===== src/rtl/if_id_buffer_if.sv =====
// Fetch-to-decode handshake bundle for the IF/ID instruction queue.
// The fetch/decode side uses the master modport; the buffer itself uses slave.
interface if_id_buffer_if #(
  parameter int WORD_LEN = 16,
  parameter int DEPTH    = 4
);
  localparam int CNT_W = $clog2(DEPTH) + 1;

  logic [WORD_LEN-1:0] PCIn;
  logic [WORD_LEN-1:0] instructionIn;
  logic                fetchValid;
  logic                flush;
  logic                idFreeze;
  logic                freezeIF;
  logic [WORD_LEN-1:0] PCOut;
  logic [WORD_LEN-1:0] instructionOut;
  logic                idValid;
  logic [CNT_W-1:0]    count;

  modport master (
    output PCIn, instructionIn, fetchValid, flush, idFreeze,
    input  freezeIF, PCOut, instructionOut, idValid, count
  );

  modport slave (
    input  PCIn, instructionIn, fetchValid, flush, idFreeze,
    output freezeIF, PCOut, instructionOut, idValid, count
  );
endinterface


===== src/rtl/if_id_buffer.sv =====
// Circular instruction queue between fetch and decode with first-word-fall-through head.
// Full/valid status comes only from the registered count, so a pop never frees a slot in the same cycle.
module if_id_buffer #(
  parameter int WORD_LEN = 16,
  parameter int DEPTH    = 4
) (
  input  logic           clk,
  input  logic           rst,
  if_id_buffer_if.slave  bus
);
  localparam int PTR_W = $clog2(DEPTH);
  localparam int CNT_W = PTR_W + 1;

  logic [WORD_LEN-1:0] pcMem    [DEPTH];
  logic [WORD_LEN-1:0] instrMem [DEPTH];
  logic [PTR_W-1:0]    wrPtr;
  logic [PTR_W-1:0]    rdPtr;
  logic [CNT_W-1:0]    count;
  logic                full;
  logic                notEmpty;
  logic                push;
  logic                pop;

  assign full     = (count == CNT_W'(DEPTH));
  assign notEmpty = (count != '0);
  assign push     = bus.fetchValid && !full && !bus.flush;
  assign pop      = notEmpty && !bus.idFreeze && !bus.flush;

  // Pointers wrap naturally because DEPTH is a power of two.
  always_ff @(posedge clk) begin
    if (rst || bus.flush) begin
      wrPtr <= '0;
      rdPtr <= '0;
      count <= '0;
    end else begin
      if (push) wrPtr <= wrPtr + PTR_W'(1);
      if (pop)  rdPtr <= rdPtr + PTR_W'(1);
      if (push && !pop)      count <= count + CNT_W'(1);
      else if (pop && !push) count <= count - CNT_W'(1);
    end
  end

  // Storage is never cleared; the head is masked whenever the queue is empty.
  always_ff @(posedge clk) begin
    if (!rst && push) begin
      pcMem[wrPtr]    <= bus.PCIn;
      instrMem[wrPtr] <= bus.instructionIn;
    end
  end

  assign bus.freezeIF       = full;
  assign bus.idValid        = notEmpty;
  assign bus.count          = count;
  assign bus.PCOut          = notEmpty ? pcMem[rdPtr]    : '0;
  assign bus.instructionOut = notEmpty ? instrMem[rdPtr] : '0;
endmodule


===== src/flat_wrapper.sv =====
// flat-port wrapper written by rule: the top's interface ports become plain ports
module if_id_buffer_flat 
#(
  parameter int WORD_LEN = 16,
  parameter int DEPTH    = 4
)
  (clk, rst, bus_PCIn, bus_instructionIn, bus_fetchValid, bus_flush, bus_idFreeze, bus_freezeIF, bus_PCOut, bus_instructionOut, bus_idValid, bus_count);
  if_id_buffer_if #(.WORD_LEN(WORD_LEN), .DEPTH(DEPTH)) bus_i ();
  input  logic clk;
  input  logic rst;
  input wire logic [$bits(bus_i.PCIn)-1:0] bus_PCIn;
  input wire logic [$bits(bus_i.instructionIn)-1:0] bus_instructionIn;
  input wire logic [$bits(bus_i.fetchValid)-1:0] bus_fetchValid;
  input wire logic [$bits(bus_i.flush)-1:0] bus_flush;
  input wire logic [$bits(bus_i.idFreeze)-1:0] bus_idFreeze;
  output wire logic [$bits(bus_i.freezeIF)-1:0] bus_freezeIF;
  output wire logic [$bits(bus_i.PCOut)-1:0] bus_PCOut;
  output wire logic [$bits(bus_i.instructionOut)-1:0] bus_instructionOut;
  output wire logic [$bits(bus_i.idValid)-1:0] bus_idValid;
  output wire logic [$bits(bus_i.count)-1:0] bus_count;
  assign bus_i.PCIn = bus_PCIn;
  assign bus_i.instructionIn = bus_instructionIn;
  assign bus_i.fetchValid = bus_fetchValid;
  assign bus_i.flush = bus_flush;
  assign bus_i.idFreeze = bus_idFreeze;
  assign bus_freezeIF = bus_i.freezeIF;
  assign bus_PCOut = bus_i.PCOut;
  assign bus_instructionOut = bus_i.instructionOut;
  assign bus_idValid = bus_i.idValid;
  assign bus_count = bus_i.count;
  if_id_buffer #(.WORD_LEN(WORD_LEN), .DEPTH(DEPTH)) u_core (.clk(clk), .rst(rst), .bus(bus_i));
endmodule

===== config.mk =====
export PLATFORM = sky130hd
export DESIGN_NAME = if_id_buffer_flat
export DESIGN_NICKNAME = d
export VERILOG_FILES = /design/src/rtl/if_id_buffer_if.sv /design/src/rtl/if_id_buffer.sv /design/src/flat_wrapper.sv
export SDC_FILE = /design/constraint.sdc
export NUM_CORES = 1
export LEC_CHECK = 0
export CORE_ASPECT_RATIO = 0.9
export CORE_MARGIN = 2
export CORE_UTILIZATION = 58
export DETAILED_ROUTE_END_ITERATION = 10
export PLACE_DENSITY = 0.84
export SETUP_SLACK_MARGIN = 0.05
export SYNTH_ARGS = -nofsm -noshare
export SYNTH_HDL_FRONTEND = slang
export SYNTH_SLANG_ARGS = --single-unit

===== constraint.sdc =====
create_clock -name clk -period 8.98 [get_ports clk]
set_input_delay 1.347 -clock clk [delete_from_list [all_inputs] [get_ports clk]]
set_output_delay 1.347 -clock clk [all_outputs]
set_load 0.005 [all_outputs]

=== Word level (Yosys, flattened, before mapping) ===
Memory sizes are Yosys's and may differ from the RTL's. A register that Yosys moved wholly into a read port is not among the register bits.
Cells that the tools add are included.

* Add/sub/neg operators: 4
* Multiply operators: 0
* Divide/modulo/power cells: 0
* Magnitude comparators: 0
* Equal/unequal tests: 1
* Shift operators: 0
* Muxes and demuxes: 10
* Bitwise operators: 0
* Reduce and logical (&&, ||, !) cells: 16

{| class="wikitable"
|+ Operators by type and width
! operator !! number
|-
| $mux 16 || 2
|-
| $mux 2 || 4
|-
| $logic_and 1x1->1 || 7
|-
| $logic_not 1->1 || 6
|-
| $mux 3 || 2
|-
| $add 2x1->2 const B || 2
|-
| $add 3x1->3 const B || 1
|-
| $eq 3x3->1 const B || 1
|-
| $reduce_bool 3->1 || 1
|-
| $sub 3x1->3 const B || 1
|-
| $mux 1 || 2
|-
| $reduce_bool 2->1 || 1
|-
| $logic_or 1x1->1 || 1
|}

* Register bits: 7
* Latch bits: 0
* Bits in writable memories: 128
* Bits in read-only memories: 0
* Word-level logic and storage cells: 36
* Memories kept: 2

{| class="wikitable"
|+ Memory list
! name !! depth !! bits a word !! read ports !! clocked after memory_dff !! write ports !! RTL line !! text
|-
| u_core.instrMem || 4 || 16 || 1 || 1 || 1 || if_id_buffer.sv:15 || <nowiki>logic [WORD_LEN-1:0] instrMem [DEPTH];</nowiki>
|-
| u_core.pcMem || 4 || 16 || 1 || 1 || 1 || if_id_buffer.sv:14 || <nowiki>logic [WORD_LEN-1:0] pcMem [DEPTH];</nowiki>
|}

=== Longest topological paths before layout ===
* Depth after elaboration: 8
* Gate-level depth with buffers: 9

=== Worst setup path after synthesis ===
Ideal clock, no wire load.

* Kind: input -> register
* From: input port bus_fetchValid
* To: memory u_core.instrMem[1][0] (enable)
* Library setup time: 0.468 ns
* Arrival time: 4.123 ns
* Path slack: 4.389 ns
* Stages on the path: 3
* Cells stage by stage: nor2b_1 -> nand2_1 -> nor3b_1

* Word-level cells in the longest chain between the ends: 5

{| class="wikitable"
|+ Ends and longest elaborated chain
! item !! RTL line !! text
|-
| from (decl) || flat_wrapper.sv:13 || <nowiki>input wire logic [$bits(bus_i.fetchValid)-1:0] bus_fetchValid;</nowiki>
|-
| $logic_and 1x1->1 (2 in a row) || if_id_buffer.sv:26 || <nowiki>assign push = bus.fetchValid && !full && !bus.flush;</nowiki>
|-
| $logic_and 1x1->1 || if_id_buffer.sv:45 || <nowiki>if (!rst && push) begin</nowiki>
|-
| $mux 1 || if_id_buffer.sv:45 ||
|-
| $mux 1 (not written as such) || if_id_buffer.sv:47 || <nowiki>instrMem[wrPtr] <= bus.instructionIn;</nowiki>
|-
| to (decl) || if_id_buffer.sv:15 ||
|}

No other way between the ends.

==> impl_metrics.ini <==
[outcome]
status = finished, final reports clean

[routing]
drt_iter0_drc = 125
drc = 0
routedWlPerCell_um = 19.3
ant_nets = 0
vias_per_cell = 5.52
drt-total-wl_mm = 9.21
num_vias = 2639
drt-pass1-iter-count = 4

[power]
p_per_area_nw_per_um2 = 210
finalPower_mw = 1.42
peakVddDrop_uv = 185
p_leak_nw = 2.19

[global_routing]
grt_max_degree = 34
grtUsageMet2_pct = 32.3
grtUsageTotal_pct = 20.2
grt_overflow = 0
grt_pass1_wl_mm = 14.4
grt_pass1_vias = 2739
grt_antenna_before_repair = 0
grtUsageMet3_pct = 6.90
grt_use_met1_pct = 26.4
busiest_layer = met2

[die]
die_area_um2 = 10000
die_w_um = 105
rows = 33
pin_count = 74
placeableCoreArea_um2 = 9040
initial_core_util_pct = 59.3
die_h_um = 95.2

[cts]
cts_resized = 0
h-tree-depth = 4
clk-insertion-delay-late_ns = 0.51
cts_tree = yes
cts_hold_buffers = 0
ctsLongestPathBuffers = 2
numCtsBuffers = 17
path_clk_slew_ns = 0.06
clkSinkCount = 137
clockRootBuffer = clkbuf_8
post-cts-setup-buffers = 0

[yosys]
netlist.area_leader.share_pct = 71.7
synth_seq_area_share_pct = 75.0
ys_top_cells_by_area = edfxtp_1, mux4_2, and2_1
synth_top_area_cell = edfxtp_1
synth_nets = 300
synth_warnings = 0
syn-mean-instance-area_um2 = 20.9
synthCells = 257
synthDistinctLibCells = 27
synth_area_um2 = 5360
synth-seq-cells = 137

[final_layout]
syn2layout_area_growth_pct = 25.9
drive_above_1_share_pct = 21.1
multi_input_area_um2 = 1240
stdcell_count = 478
fillers = 529
n_antenna_cell = 0
seq_area_um2 = 4030
fin_nets = 386

[place]
gp_congestion = 0.720
dp_hpwl_mm = 5.29
placedCellCount = 446
port_buffers = 73
place_ws_ns = 5.28

[setup_path]
crit_fanout = 20
cp_cell_sequence = buf_4 > mux4_1 > and2_1 > clkdlybuf4s50_1
crit_required_ns = 7.63
cpMaxStageDelayCell = mux4_1
crit_path_end_kind = output port
cp_slowest_stage_delay_ns = 0.62
start_kind = flip-flop
worstSetupPathType = flip-flop to output port
arrival_ns = 2.81
critPathBufInv = 2
cpLargestDelayFamily = buffers and inverters

[hold_path]
min-delay-path-class = flip-flop to flip-flop

[timing]
layout_setup_ws_ns = 4.83
finalCriticalPeriod_ns = 4.15
setup_viol = 0
fin_setup_tns_ns = 0
drv_slew = 0
timing.fmax_ghz = 0.241
worstMarginPinSlew_ns = 0.953
fin_crit_sh_pct = 46.3
hold_viol = 0
max_slew_margin_pct = 36.4
finalClockSkew_ns = 0.00967
hold_slack_ns = 0.491
rsz0062_at_grt = false

[flow_run]
cap_violations = 0
==> layer usage <==
metal,up-vias,wire length [µm]
met2,93,4660
met5,-,0
li1,1204,-
met3,11,525
met4,0,102
met1,1331,3930
==> state kept, by name (all words and copies together) (netlist names), named ones only <==
register / count
u_core.bus.count: 3
u_core.rdPtr: 2
u_core.wrPtr: 2
u_core.pcMem: 64
u_core.instrMem: 64
==> power by group <==
part | switching (mW) | leakage, nW | internal (mW)
Combinational | 0.0349 | 0.700 | 0.0515
Clock | 0.275 | 0.257 | 0.349
Sequential | 0.00371 | 1.23 | 0.705
Total | 0.313 | 2.19 | 1.11
==> cell usage in the layout, fill, tap and decap left out, types with 3 or more instances in the layout <==
master / count
mux4_2: 30
or3_1: 4
edfxtp_1: 128
clkbuf_16: 16
nand2_1: 3
buf_4: 5
dfxtp_1: 7
nor2_1: 3
nor3b_2: 4
o21ai_0: 3
inv_1: 6
and2_1: 32
a21oi_1: 5
clkdlybuf4s50_1: 73
clkinvlp_4: 4
inv_6: 7
ha_1: 5
==> area by class of cell <==
class / instances / share of cell area [%]
Clock buffer: 17 / 6.13
Inverter: 6 / 0.334
Multi-Input combinational cell: 103 / 18.3
Tap cell: 122 / 2.26
Sequential cell: 137 / 59.6
Timing Repair Buffer: 78 / 11.4
Clock inverter: 15 / 1.95
==> through the flow <==
step	utilization [%]	cell area (µm²)
after floorplan	-	5360
after global placement	68.6	6210
after detailed placement	68.6	6210
after CTS	74.7	6750
after global routing	74.7	6750
final	74.7	6750
==> worst paths after layout <==
kind                             from                endpoint  slack (ns)  cells past startpoint
setup / recovery            flip-flop  bus_instructionOut[15]        4.83                      4
hold / removal        u_core.rdPtr[1]               flip-flop        0.49                      2
setup reg to reg  u_core.bus.count[0]     u_core.bus.count[2]        6.66                      9
hold reg to reg       u_core.rdPtr[1]               flip-flop        0.49                      2
==> tightest hold or removal path, stage by stage (launching register included) <==
cell and delay (ns):
dfxtp_1 0.30, o21ai_0 0.07, a21oi_1 0.08
==> kinds of logic (layout without fill, tap and decap cells) <==
group / count (synthesis) / in the layout / share of synthesized area [%]
buffers and inverters: 17 / 116 / 2.31
adder cells (fa/ha/maj): 6 / 6 / 1.54
flip-flops: 137 / 137 / 75.0
XOR/XNOR: 2 / 2 / 0.327
AO/OA/AOI/OAI: 9 / 9 / 0.886
multiplexers: 34 / 34 / 13.9
AND/OR/NAND/NOR: 52 / 52 / 5.97
==> synth_stat cells (all sizes together) <==
| library cell | n |
|---|---|
| edfxtp | 128 |
| and2 | 32 |
| mux4 | 32 |
| dfxtp | 9 |
| buf | 7 |
| inv | 6 |
| a21oi | 5 |
| ha | 5 |
| clkbuf | 4 |
| nor3b | 4 |
| or3 | 4 |
| nand2 | 3 |
| nor2 | 3 |
| o21ai | 3 |
| mux2i | 2 |
| xor2 | 2 |
| a21o | 1 |
| fa | 1 |
| nand2b | 1 |
| nand3 | 1 |
| nor2b | 1 |
| nor3 | 1 |
| or2 | 1 |
| or3b | 1 |
No activity file was read; power rests on OpenSTA's default activity.
